**src/rtl/inv_delay_pkg.sv**
```systemverilog
// Shared widths and FSM state encoding for the inverter delay sequencer.
package inv_delay_pkg;
    localparam int CNT_W = 8;
    localparam int ACC_W = 12;
    localparam int IDX_W = 4;

    typedef enum logic [2:0] {
        IDLE      = 3'd0,
        SETTLE    = 3'd1,
        DRIVE     = 3'd2,
        WAIT_EDGE = 3'd3,
        DONE      = 3'd4
    } state_t;
endpackage

```
**src/rtl/inv_delay_sequencer_sync2.sv**
```systemverilog
// Two-flop synchronizer for signals arriving asynchronously to clk.
module sync2 #(
    parameter int WIDTH = 1
) (
    input  logic             clk,
    input  logic             rst_n,
    input  logic [WIDTH-1:0] d,
    output logic [WIDTH-1:0] q
);
    genvar gi;
    generate
        for (gi = 0; gi < WIDTH; gi++) begin : g_bit
            logic meta_reg;
            logic sync_reg;

            always_ff @(posedge clk or negedge rst_n) begin
                if (!rst_n) begin
                    meta_reg <= 1'b0;
                    sync_reg <= 1'b0;
                end else begin
                    meta_reg <= d[gi];
                    sync_reg <= meta_reg;
                end
            end

            assign q[gi] = sync_reg;
        end
    endgenerate
endmodule

```
**src/rtl/inv_delay_sequencer.sv**
```systemverilog
// Inverter delay sequencer: toggles stim_out, times the synchronized response and
// accumulates the counts. Optional per-run min/max tracking under INVDLY_MINMAX_EN.
module inv_delay_sequencer
    import inv_delay_pkg::*;
#(
    parameter int SETTLE_CYC  = 16,
    parameter int TIMEOUT_CYC = 255
) (
    input  logic             clk,
    input  logic             rst_n,
    input  logic             ena,
    input  logic             start,
    input  logic [IDX_W-1:0] n_meas,
    output logic             stim_out,
    input  logic             dut_in,
    output logic             busy,
    output logic             done,
    output logic             err,
    output logic [ACC_W-1:0] result,
    output logic [CNT_W-1:0] min_cnt,
    output logic [CNT_W-1:0] max_cnt
);
    localparam int SET_W = (SETTLE_CYC > 1) ? $clog2(SETTLE_CYC) : 1;
    localparam logic [SET_W-1:0] SETTLE_LAST = SET_W'(SETTLE_CYC - 1);
    localparam logic [CNT_W-1:0] TIMEOUT_VAL = CNT_W'(TIMEOUT_CYC);

    logic dut_s;

    sync2 #(.WIDTH(1)) u_sync (
        .clk   (clk),
        .rst_n (rst_n),
        .d     (dut_in),
        .q     (dut_s)
    );

    state_t           state_reg,    state_next;
    logic             stim_reg,     stim_next;
    logic             busy_reg,     busy_next;
    logic             done_reg,     done_next;
    logic             err_reg,      err_next;
    logic [ACC_W-1:0] result_reg,   result_next;
    logic [CNT_W-1:0] cnt_reg,      cnt_next;
    logic [IDX_W-1:0] meas_idx_reg, meas_idx_next;
    logic [IDX_W-1:0] n_meas_reg,   n_meas_next;
    logic [SET_W-1:0] settle_reg,   settle_next;

    logic             accept;
    logic             resp_ok;
    logic             meas_hit;
    logic [CNT_W-1:0] cnt_inc;

    assign accept   = (state_reg == IDLE) && start && ena;
    assign resp_ok  = (dut_s != stim_reg);
    assign meas_hit = (state_reg == WAIT_EDGE) && ena && resp_ok;
    assign cnt_inc  = cnt_reg + CNT_W'(1);

    always_comb begin
        state_next    = state_reg;
        stim_next     = stim_reg;
        busy_next     = busy_reg;
        done_next     = 1'b0;
        err_next      = err_reg;
        result_next   = result_reg;
        cnt_next      = cnt_reg;
        meas_idx_next = meas_idx_reg;
        n_meas_next   = n_meas_reg;
        settle_next   = settle_reg;

        if (!ena && (state_reg != IDLE)) begin
            // Abort keeps stim_out, result and err exactly as they were.
            state_next  = IDLE;
            busy_next   = 1'b0;
            settle_next = '0;
        end else begin
            case (state_reg)
                IDLE: begin
                    if (accept) begin
                        result_next   = '0;
                        err_next      = 1'b0;
                        cnt_next      = '0;
                        meas_idx_next = '0;
                        n_meas_next   = n_meas;
                        settle_next   = '0;
                        busy_next     = 1'b1;
                        state_next    = SETTLE;
                    end
                end
                SETTLE: begin
                    if (settle_reg == SETTLE_LAST) begin
                        settle_next = '0;
                        if (resp_ok) begin
                            // stim_out flips on the edge into DRIVE, so an ideal
                            // inverter is captured at cnt=2 through the synchronizer.
                            stim_next  = ~stim_reg;
                            state_next = DRIVE;
                        end else begin
                            err_next   = 1'b1;
                            busy_next  = 1'b0;
                            done_next  = 1'b1;
                            state_next = DONE;
                        end
                    end else begin
                        settle_next = settle_reg + SET_W'(1);
                    end
                end
                DRIVE: begin
                    cnt_next   = '0;
                    state_next = WAIT_EDGE;
                end
                WAIT_EDGE: begin
                    cnt_next = cnt_inc;
                    if (meas_hit) begin
                        result_next   = result_reg + ACC_W'(cnt_inc);
                        meas_idx_next = meas_idx_reg + IDX_W'(1);
                        if (meas_idx_reg == n_meas_reg) begin
                            busy_next  = 1'b0;
                            done_next  = 1'b1;
                            state_next = DONE;
                        end else begin
                            state_next = SETTLE;
                        end
                    end else if (cnt_inc == TIMEOUT_VAL) begin
                        err_next   = 1'b1;
                        busy_next  = 1'b0;
                        done_next  = 1'b1;
                        state_next = DONE;
                    end
                end
                DONE: begin
                    state_next = IDLE;
                end
                default: begin
                    state_next = IDLE;
                end
            endcase
        end
    end

    always_ff @(posedge clk or negedge rst_n) begin
        if (!rst_n) begin
            state_reg    <= IDLE;
            stim_reg     <= 1'b0;
            busy_reg     <= 1'b0;
            done_reg     <= 1'b0;
            err_reg      <= 1'b0;
            result_reg   <= '0;
            cnt_reg      <= '0;
            meas_idx_reg <= '0;
            n_meas_reg   <= '0;
            settle_reg   <= '0;
        end else begin
            state_reg    <= state_next;
            stim_reg     <= stim_next;
            busy_reg     <= busy_next;
            done_reg     <= done_next;
            err_reg      <= err_next;
            result_reg   <= result_next;
            cnt_reg      <= cnt_next;
            meas_idx_reg <= meas_idx_next;
            n_meas_reg   <= n_meas_next;
            settle_reg   <= settle_next;
        end
    end

    assign stim_out = stim_reg;
    assign busy     = busy_reg;
    assign done     = done_reg;
    assign err      = err_reg;
    assign result   = result_reg;

`ifdef INVDLY_MINMAX_EN
    logic [CNT_W-1:0] min_reg;
    logic [CNT_W-1:0] max_reg;

    always_ff @(posedge clk or negedge rst_n) begin
        if (!rst_n) begin
            min_reg <= '0;
            max_reg <= '0;
        end else if (accept) begin
            min_reg <= '1;
            max_reg <= '0;
        end else if (meas_hit) begin
            if (cnt_inc < min_reg) min_reg <= cnt_inc;
            if (cnt_inc > max_reg) max_reg <= cnt_inc;
        end
    end

    assign min_cnt = min_reg;
    assign max_cnt = max_reg;
`else
    assign min_cnt = '0;
    assign max_cnt = '0;
`endif
endmodule

```
**config.mk**
```make
export PLATFORM = sky130hd
export DESIGN_NAME = inv_delay_sequencer
export DESIGN_NICKNAME = d
export VERILOG_FILES = /design/src/rtl/inv_delay_pkg.sv /design/src/rtl/inv_delay_sequencer_sync2.sv /design/src/rtl/inv_delay_sequencer.sv
export SDC_FILE = /design/constraint.sdc
export NUM_CORES = 1
export LEC_CHECK = 0
export ABC_AREA = 0
export CORE_MARGIN = 10
export CORE_UTILIZATION = 58
export DETAILED_ROUTE_END_ITERATION = 7
export PLACE_DENSITY = 0.86
export REMOVE_ABC_BUFFERS = 1
export SLEW_MARGIN = 25
export SYNTH_ARGS = -nofsm -noshare
export SYNTH_HDL_FRONTEND = slang
export SYNTH_SLANG_ARGS = --single-unit
export TNS_END_PERCENT = 5
```
**constraint.sdc**
```tcl
create_clock -name clk -period 7.4 [get_ports clk]
set_input_delay 0.74 -clock clk [delete_from_list [all_inputs] [get_ports clk]]
set_output_delay 0.74 -clock clk [all_outputs]
set_load 0.02 [all_outputs]
```
==> metrics, run 1 <==
RR Endpoint result[11]$_DFFE_PN0P_; Power Dens Cells ~180 nW/um2; relative slew slack roughly two fifths; clk_skew between 0.004 and 0.005 ns; ys async rst share 100%; vias in the first global route 1934; fin nets 297; # resized after CTS 0; gr usage total approximately 15%; Die Span Y ~86 um; clk_lat worst skew between 0.2 and 0.3 ns; CP max stage delay a little under 0.8 ns; CTS buffer count 5; Final ANT Viol Nets 0; Final Util between 60% and 70%; critical path class primary input to flop; slowest CP cell nor4b_4; clk buf depth 2; Clk pin slew, worst setup/hold paths approximately 0.07 ns; max-cap violations 0; antenna violations before repair 0; DR vias about 1900; vias per cell roughly 5.8; number of synthesized flops with an enable pin 0; R2R Setup Slk about 4.7 ns; Post-Synth Simple-Gate Area about 15%; first-pass GRT wire length about 9 mm; HPWL after detailed placement a little under 4 mm; CP Cell Sequence clkdlybuf4s50_1, nand2b_2, nor4b_4, a21oi_1, o21ai_0, o31ai_1; Sw Share 30.7%; Remaining DRCs 0; row cnt 23; Fin. Hold Viols 0; Starting Density approximately 61%; post-synthesis compound-gate area fraction between 15 and 20%; Max H-tree Level 2; Largest register FFs 12; Ys Warns 0; Layout area overhead 11.4%; P_leak 1.40 nW; fin worst setup slack around 4.6 ns; multiplexer share of the synthesized area ~3.5%; proportion of power drawn by the clock network a little over a quarter; sequential-to-total area share from yosys stat roughly 40%; pre-CTS setup slack 4.31 ns; ys flop type dfrtp_1; die area around 7400 um2; CTS tree done; Startpoint Class primary input; hold_buf cts 0; I/O Buffers 24; Tightest Hold Check Type flop to flop; Synth area leaders dfrtp_1, ha_1, xor2_1; NetSw around 0.16 mW; WHS Path Cells 0; Tcrit/Tclk final a little under two fifths; diodes inserted 0; Die W 85.8 um; Internal approximately 0.36 mW; layout cells sized above 1 under 10%; total gr overflow 0; XOR/XNOR Fraction of Synth Area roughly 7.0%; CTS Root Cell clkbuf_8; crit path launch ena; Yosys cell types 50; Setup crit end cnt_reg[2]$_DFFE_PN0P_; first-pass detailed-route iteration total 4; Fmax achieved ~360 MHz; GR peak layer met2; area leader, netlist dfrtp_1; Least-Margin Pin Slew approximately 0.90 ns; crit path DAT 2.98 ns; Mapped Area approximately 2500 um2; status finished, final reports clean; GR Util met3 between 4 and 5%; Synth top area share 40.9%; Mapped Cells about 250; setup TNS 0 ns; postcts setup bufs 0; final setup fails 0; reg-to-reg startpoint cnt_reg[0]$_DFFE_PN0P_; Synth Area in Adders 8.28%; met1 Use GR a little under a fifth; largest family of logic cells by synthesized area compound AO/OA/AOI/OAI gates; routability cong. 0.871; Gate power share about 20%; Synth Register Bits 41; Core ar. between 4000 and 5000 um2; Worst Setup End Kind flop; RSZ-0062 raised after global routing no; r2r worst-path depth 9; drt first-iter violations roughly 130; Tmin final between 2 and 3 ns; Sink Count between 40 and 50; Slew Viols, Final 0; most common cell after layout, fill and taps aside dfrtp_1; CP required 7.57 ns; GR Util met2 about a quarter; final WL 5.10 mm; worst vdd ir 0.134 mV; commonest cells after routing, fill and taps aside dfrtp_1, clkdlybuf4s50_1, nor2_1, conb_1; CP Max Fanout 16; largest net degree at the start of global routing 42; sequential share of power a little over half; I/O Pins 41; wire per inst around 16 um; Syn Area/Cell around 10 um2
layout make-up:
class / instances / area [um2]
fill: 335 / 1290
inverter: 7 / 26.3
tap: 50 / 62.6
multi-input combinational: 193 / 1360
clock inverter: 2 / 10.0
sequential: 41 / 1030
timing repair buffer: 24 / 235
clock buffer: 6 / 72.6
logic make-up (layout without fill, tap and decap cells):
kind of cell / Yosys count / after routing
AND/OR/NAND/NOR: 70 / 70
AO/OA/AOI/OAI: 63 / 63
flip-flops: 41 / 41
buffers and inverters: 28 / 39
XOR/XNOR: 20 / 20
adder cells (fa/ha/maj): 16 / 16
multiplexers: 8 / 8
other: 1 / 16
worst max-delay path: cells and delay by family:
family,cells,cell delay [ns]
AOI/OAI and AO/OA,3,0.69
buffers and inverters,1,0.63
and+or+nand+nor,2,0.91
through the flow:
stage / hold WS, ns / cell area (um2) / power [mW] / instances
2_1_floorplan: 0.331 / 2410 / 0.344 / 241
6_report: 0.361 / 2790 / 0.513 / 323
4_1_cts: 0.365 / 2790 / 0.516 / 323
5_1_grt: 0.370 / 2790 / 0.548 / 323
3_5_place_dp: 0.348 / 2710 / 0.378 / 315
3_3_place_gp: 0.333 / 2710 / 0.373 / 315
metal layers:
| metal | part of all wire, % | vias up |
|---|---|---|
| met3 | 5.6 | 5 |
| met4 | 0.73 | 0 |
| met5 | 0 | - |
| met2 | 47 | 49 |
| met1 | 46 | 916 |
| li1 | - | 910 |
how the worst min path moves through the flow:
stage | startpoint | endpoint
finish | u_sync.g_bit[0].meta_reg$_DFF_PN0_ | u_sync.q$_DFF_PN0_
CTS | u_sync.g_bit[0].meta_reg$_DFF_PN0_ | u_sync.q$_DFF_PN0_
global route | u_sync.g_bit[0].meta_reg$_DFF_PN0_ | u_sync.q$_DFF_PN0_
global placement | u_sync.g_bit[0].meta_reg$_DFF_PN0_ | u_sync.q$_DFF_PN0_
detailed placement | u_sync.g_bit[0].meta_reg$_DFF_PN0_ | u_sync.q$_DFF_PN0_
floorplan | u_sync.g_bit[0].meta_reg$_DFF_PN0_ | u_sync.q$_DFF_PN0_
power by group through the flow:
stage | clock (mW) | sequential (mW) | combinational (mW)
after detailed placement | 0 | 0.277 | 0.101
after CTS | 0.142 | 0.273 | 0.101
after global placement | 0 | 0.276 | 0.0974
after global routing | 0.154 | 0.277 | 0.117
final | 0.138 | 0.273 | 0.101
after floorplan | 0 | 0.276 | 0.0683
cell usage after synthesis, types with 2 or more instances:
master     count
o31ai_1        2
nand3_1        8
a21o_1         4
and3_1         3
mux2_2         7
o211ai_1       3
nor4_1         2
ha_1          15
a21oi_1       10
a31oi_1        2
inv_1          7
nor2b_1        2
nor2_1        17
a22o_1        12
o2111ai_1      2
buf_2          3
or3_1          3
buf_4         16
dfrtp_1       41
xnor2_1        6
o21ai_0       15
nand4_1        3
o2bb2ai_1      2
nand2_1       15
xor2_1        14
nor3_1         9
(Power assumes the default switching activity.)
==> inputs of run 2 (changes only) <==
--- a/config.mk
+++ b/config.mk
@@ -7,9 +7,9 @@
 export LEC_CHECK = 0
 export ABC_AREA = 0
 export CORE_MARGIN = 10
-export CORE_UTILIZATION = 58
+export CORE_UTILIZATION = 48
 export DETAILED_ROUTE_END_ITERATION = 7
-export PLACE_DENSITY = 0.86
+export PLACE_DENSITY = 0.76
 export REMOVE_ABC_BUFFERS = 1
 export SLEW_MARGIN = 25
 export SYNTH_ARGS = -nofsm -noshare
==> constraint.sdc (replaced) <==
create_clock -name clk -period 2.5 [get_ports clk]
set_input_delay 0.25 -clock clk [delete_from_list [all_inputs] [get_ports clk]]
set_output_delay 0.25 -clock clk [all_outputs]
set_load 0.02 [all_outputs]
==> run 2 against run 1 <==
Non-clock buffer count grew 12. Sequential share of layout area shrank 3.2 points. Clock skew grew 0.0062 ns. Critical path depth grew 4. Global-route usage shrank 1.5 points. Via count grew 2.3%. First-iteration DRC count grew 9.3%. Flip-flop and latch count is the same. Die area grew 16%. Register-to-register slack lost 4.6 ns.
==> metrics, run 2 (synthesis results as in run 1) <==
NetSw 0.497 mW (was 0.157 mW); sequential share of power 47.9% (was 53.3%); max-cap violations 0 (unchanged); Die W 92.3 um (was 85.8 um); Layout fillers 441 (was 335); Tmin final about 2.5 ns; wire per inst 15.6 um (was 15.8 um); die area 8520 um2 (was 7360 um2); CTS Root Cell clkbuf_8 (unchanged); Startpoint Class flop (was primary input); Fmax achieved around 400 MHz; Worst path depth 10 (was 6); clk_lat worst skew 0.31 ns (was 0.29 ns); Sw Share 29.4% (was 30.7%); total gr overflow 0 (unchanged); largest net degree at the start of global routing 42 (unchanged); crit path DAT 2.66 ns (was 2.98 ns); relative slew slack 40.0% (was 40.2%); Worst Setup End Kind flop (unchanged); CP required 2.69 ns (was 7.57 ns); RSZ-0062 raised after global routing yes (was no); Starting Density 49.4% (was 61.4%); buffers plus inverters on the worst setup path 3 (was 1); CP Max Fanout 3 (was 16); P_leak 1.48 nW (was 1.40 nW); CP max stage delay 0.42 ns (was 0.77 ns); Gate power share 18.3% (was 19.8%); gr usage total 13.1% (was 14.6%); clk buf depth 2 (unchanged); clk_skew 0.0109 ns (was 0.00471 ns); Tightest Hold Check Type primary input to async pin (was flop to flop); layout cells sized above 1 18.6% (was 8.42%); proportion of power drawn by the clock network 33.8% (was 26.9%); diodes inserted 0 (unchanged); final WL 5.54 mm (was 5.10 mm); fin worst setup slack 0.0308 ns (was 4.59 ns); Final ANT Viol Nets 0 (unchanged); Sink Count 41 (unchanged); commonest cells after routing, fill and taps aside dfrtp_1, clkdlybuf4s50_1, nor2_1, conb_1, nand2_1 (was dfrtp_1, clkdlybuf4s50_1, nor2_1, conb_1); Slew Viols, Final 0 (unchanged); critical path class flop to flop (was primary input to flop); Max H-tree Level 2 (unchanged); final setup fails 0 (unchanged); Core ar. 5070 um2 (was 4090 um2); status finished, final reports clean (unchanged); HPWL after detailed placement 3.81 mm (was 3.93 mm); row cnt 26 (was 23); I/O Pins 41 (unchanged); Layout area overhead 22.2% (was 11.4%); drt first-iter violations 141 (was 129); r2r worst-path depth 10 (was 9); I/O Buffers 24 (unchanged); most common cell after layout, fill and taps aside dfrtp_1 (unchanged); post-route cell area 3070 um2 (was 2790 um2); first-pass GRT wire length 9.16 mm (was 9.06 mm); CP Cell Sequence buf_6, inv_1, ha_4, inv_2, ha_1, a21o_1, a221o_1, a31o_2, xor2_1, a22o_1 (was clkdlybuf4s50_1, nand2b_2, nor4b_4, a21oi_1, o21ai_0, o31ai_1); CTS buffer count 5 (unchanged); first-pass detailed-route iteration total 4 (unchanged); Least-Margin Pin Slew 0.900 ns (was 0.896 ns); Largest register FFs 12 (unchanged); CP delay by family, top compound AO/OA/AOI/OAI gates (was simple AND/OR/NAND/NOR gates); Tcrit/Tclk final about 99%; Placed Area 2800 um2 (was 2710 um2); routability cong. 0.856 (was 0.871); worst vdd ir 0.407 mV (was 0.134 mV); Remaining DRCs 0 (unchanged); Fin. Hold Viols 0 (unchanged); vias in the first global route 1964 (was 1934); pre-CTS setup slack -0.0141 ns (was 4.31 ns); fin nets 309 (was 297); DR vias 1923 (was 1880); vias per cell 5.42 (was 5.82); antenna violations before repair 0 (unchanged); slowest CP cell dfrtp_1 (was nor4b_4); CTS tree done (unchanged); Power Dens Cells 552 nW/um2 (was 184 nW/um2); Clk pin slew, worst setup/hold paths 0.09 ns (was 0.07 ns); Die Span Y 92.3 um (was 85.8 um); Internal 1.19 mW (was 0.355 mW)
## run 2: cell count changes in the layout (fill, tap and decap cells not counted), moves of 3 or more
cell / delta
ha_1: -5
buf_4: +10
ha_4: +3
xnor2_1: -3
## run 2: layout make-up
class / instances / area, um2 / share of cell area [%]
Multi-Input combinational cell: 193 / 1470 / 48.0
Sequential cell: 41 / 1030 / 33.5
Timing Repair Buffer: 36 / 333 / 10.9
Tap cell: 70 / 87.6 / 2.86
Clock buffer: 6 / 82.6 / 2.69
Clock inverter: 2 / 37.5 / 1.22
Inverter: 7 / 26.3 / 0.857
## run 2: worst paths after layout
| check | slack [ns] | end | start |
|---|---|---|---|
| min | 0.06 | state_reg[1]$_DFFE_PN0P_ | rst_n |
| max in group asynchronous | 1.82 | cnt_reg[2]$_DFFE_PN0P_ | rst_n |
| min reg2reg | 0.34 | u_sync.q$_DFF_PN0_ | u_sync.g_bit[0].meta_reg$_DFF_PN0_ |
| min in group clk | 0.34 | u_sync.q$_DFF_PN0_ | u_sync.g_bit[0].meta_reg$_DFF_PN0_ |
| max | 0.03 | result[7]$_DFFE_PN0P_ | cnt_reg[0]$_DFFE_PN0P_ |
| max reg2reg | 0.03 | result[7]$_DFFE_PN0P_ | cnt_reg[0]$_DFFE_PN0P_ |
## run 2: per-layer routing
metal | routed length, um | vias to the layer above | share of wire (%) | GRT usage, %
met1 | 2420 | 916 | 44 | 15.4
li1 | - | 939 | - | -
met2 | 2690 | 63 | 49 | 21.4
met4 | 104 | 0 | 1.9 | 7.07
met5 | 0 | - | 0 | 0
met3 | 328 | 5 | 5.9 | 3.47
## run 2: repair_timing
item,4_1_cts,5_1_grt
gates resized for setup,7,16
setup buffers,3,0
pin swaps,3,3
hold buffers,0,0
setup endpoints to repair,3,6
endpoints found under the hold margin,0,0
cloned,0,0
## run 2: metrics by stage
| stage | utilization [%] | TNS [ns] | power, mW | std cells | hold WS, ns |
|---|---|---|---|---|---|
| finish | 60.4 | 0 | 1.69 | 355 | 0.0610 |
| global route | 60.4 | -0.0567 | 1.77 | 355 | 0.137 |
| CTS | 59.0 | 0 | 1.70 | 355 | 0.104 |
| detailed placement | 55.3 | -0.0141 | 1.13 | 344 | 0.336 |
| global placement | 55.3 | 0 | 1.12 | 344 | 0.333 |
| floorplan | - | 0 | 1.02 | 241 | -0.0456 |
## run 2: power by group through the flow
stage	registers, mW	logic [mW]	clock network, mW
after floorplan	0.817	0.202	0
after global placement	0.821	0.304	0
after detailed placement	0.824	0.310	0
after CTS	0.810	0.312	0.574
after global routing	0.822	0.346	0.603
final	0.810	0.309	0.572
==> inputs of run 3 (changes only) <==
--- a/config.mk
+++ b/config.mk
@@ -7,9 +7,8 @@
 export LEC_CHECK = 0
 export ABC_AREA = 0
 export CORE_MARGIN = 10
-export CORE_UTILIZATION = 48
+export CORE_UTILIZATION = 25
 export DETAILED_ROUTE_END_ITERATION = 7
-export PLACE_DENSITY = 0.76
 export REMOVE_ABC_BUFFERS = 1
 export SLEW_MARGIN = 25
 export SYNTH_ARGS = -nofsm -noshare
==> run 3 against run 2 <==
Sequential power about the same. Via count rose by 0.26%. Die area grew 70%. Worst hold slack improved by 0.29 ns. Wire length rose by 7.0%. Register-to-register slack better by 0.05 ns. Critical path type unchanged. Highest routed layer unchanged.
==> metrics, run 3 (synthesis results as in run 1) <==
status finished, final reports clean (unchanged); Tmin final 2.42 ns (was 2.47 ns); largest net degree at the start of global routing 42 (unchanged); Power Dens Cells 547 nW/um2 (was 552 nW/um2); CP required 2.69 ns (about the same); Worst Setup End Kind flop (unchanged); wire per inst 14.2 um (was 15.6 um); CTS buffer count 5 (unchanged); Fin. Hold Viols 0 (unchanged); Fmax achieved 413 MHz (was 405 MHz); relative slew slack 53.2% (was 40.0%); first-pass GRT wire length 9.92 mm (was 9.16 mm); Die W 120 um (was 92.3 um); drt first-iter violations 67 (was 141); Max H-tree Level 2 (unchanged); clk_lat worst skew 0.31 ns (about the same); NetSw 0.509 mW (was 0.497 mW); Gate power share 18.3% (about the same); final WL 5.93 mm (was 5.54 mm); total gr overflow 0 (unchanged); Final ANT Viol Nets 0 (unchanged); R2R Setup Slk 0.08 ns (was 0.03 ns); gr usage total 8.22% (was 13.1%); vias in the first global route 2063 (was 1964); DR vias 1928 (was 1923); Sw Share 30.0% (was 29.4%); crit path DAT 2.62 ns (was 2.66 ns); final setup fails 0 (unchanged); Least-Margin Pin Slew 0.696 ns (was 0.900 ns); Tightest Hold Check Type flop to flop (was primary input to async pin); diodes inserted 0 (unchanged); CP Max Fanout 4 (was 3); Clk pin slew, worst setup/hold paths 0.08 ns (was 0.09 ns); Remaining DRCs 0 (unchanged); final cell count without fillers 418 (was 355); Largest register FFs 12 (unchanged); Slew Viols, Final 0 (unchanged); clk buf depth 2 (unchanged); routability cong. 0.843 (was 0.856); Sink Count 41 (unchanged); sequential share of power 47.7% (was 47.9%); proportion of power drawn by the clock network 34.0% (was 33.8%); layout cells sized above 1 16.5% (was 18.6%); fin worst setup slack 0.0759 ns (was 0.0308 ns); max-cap violations 0 (unchanged); die area 14400 um2 (was 8520 um2); setup TNS 0 ns (unchanged); first-pass detailed-route iteration total 4 (unchanged); row cnt 36 (was 26); antenna violations before repair 0 (unchanged); P_leak 1.48 nW (about the same); Tcrit/Tclk final 97.0% (was 98.8%); critical path class flop to flop (unchanged); CTS Root Cell clkbuf_8 (unchanged); Core ar. 9770 um2 (was 5070 um2); Internal 1.19 mW (about the same); I/O Buffers 24 (unchanged); most common cell after layout, fill and taps aside dfrtp_1 (unchanged); vias per cell 4.61 (was 5.42); Starting Density 25.7% (was 49.4%); I/O Pins 41 (unchanged); commonest cells after routing, fill and taps aside dfrtp_1, clkdlybuf4s50_1, nor2_1, conb_1 (was dfrtp_1, clkdlybuf4s50_1, nor2_1, conb_1, nand2_1); final hold slack 0.353 ns (was 0.0610 ns); placed insts 408 (was 344); Final Power 1.70 mW (was 1.69 mW); clk_skew 0.00719 ns (was 0.0109 ns); CTS tree done (unchanged); Startpoint Class flop (unchanged); worst vdd ir 0.241 mV (was 0.407 mV); Die Span Y 120 um (was 92.3 um); Layout area overhead 23.8% (was 22.2%); pre-CTS setup slack -0.0540 ns (was -0.0141 ns); fin nets 309 (unchanged); HPWL after detailed placement 4.42 mm (was 3.81 mm)
[run 3: path summary, 6_finish.rpt]
| kind | from | to | depth (start not counted) |
|---|---|---|---|
| max in group asynchronous | rst_n | cnt_reg[0]$_DFFE_PN0P_ | 2 |
| max | cnt_reg[1]$_DFFE_PN0P_ | result[7]$_DFFE_PN0P_ | 9 |
| min reg2reg | u_sync.g_bit[0].meta_reg$_DFF_PN0_ | u_sync.q$_DFF_PN0_ | 0 |
| min | u_sync.g_bit[0].meta_reg$_DFF_PN0_ | u_sync.q$_DFF_PN0_ | 0 |
| min in group asynchronous | rst_n | result[0]$_DFFE_PN0P_ | 2 |
| max reg2reg | cnt_reg[1]$_DFFE_PN0P_ | result[7]$_DFFE_PN0P_ | 9 |
[run 3: routing by layer]
metal  up-vias  track usage, %  share of wire, %
met2        37            14.6                51
met4         0            2.49               1.2
met3         8            2.14               3.6
met5         -               0                 0
met1       947            9.42                44
li1        936               -                 -
[run 3: power groups by stage]
stage	registers, mW	clock network [mW]	logic, mW
2_1_floorplan	0.817	0	0.202
3_3_place_gp	0.821	0	0.303
3_5_place_dp	0.825	0	0.314
4_1_cts	0.811	0.596	0.315
5_1_grt	0.824	0.618	0.352
6_report	0.811	0.578	0.312
[run 3: layout make-up]
type / count / area, um2
clock buffers: 6 / 82.6
inverters: 7 / 26.3
well taps: 133 / 166
fillers: 1026 / 6670
flip-flops and latches: 41 / 1030
multi-input cells: 193 / 1430
repair buffers: 36 / 330
clock inverters: 2 / 37.5
[run 3: worst max-delay path: stages (launching register included)]
cell and delay (ns):
dfrtp_2 0.45, buf_4 0.16, ha_1 0.28, inv_1 0.06, ha_1 0.27, a21o_1 0.18
a221o_1 0.36, a31o_2 0.23, xor2_1 0.15, a22o_1 0.18
[run 3: what timing repair did]
action                     CTS  global route
hold buffers                 0             1
setup endpoints to repair    2             6
hold endpoints to repair     0            41
resized for setup            3            11
cloned                       0             0
buffers inserted             0             1
pin swaps                    0             4
[run 3: stage by stage]
step                instance area [um2]  utilization [%]
CTS                                3020             30.9
floorplan                          2410                -
finish                             3110             31.8
global route                       3110             31.8
detailed placement                 2890             29.6
global placement                   2890             29.6
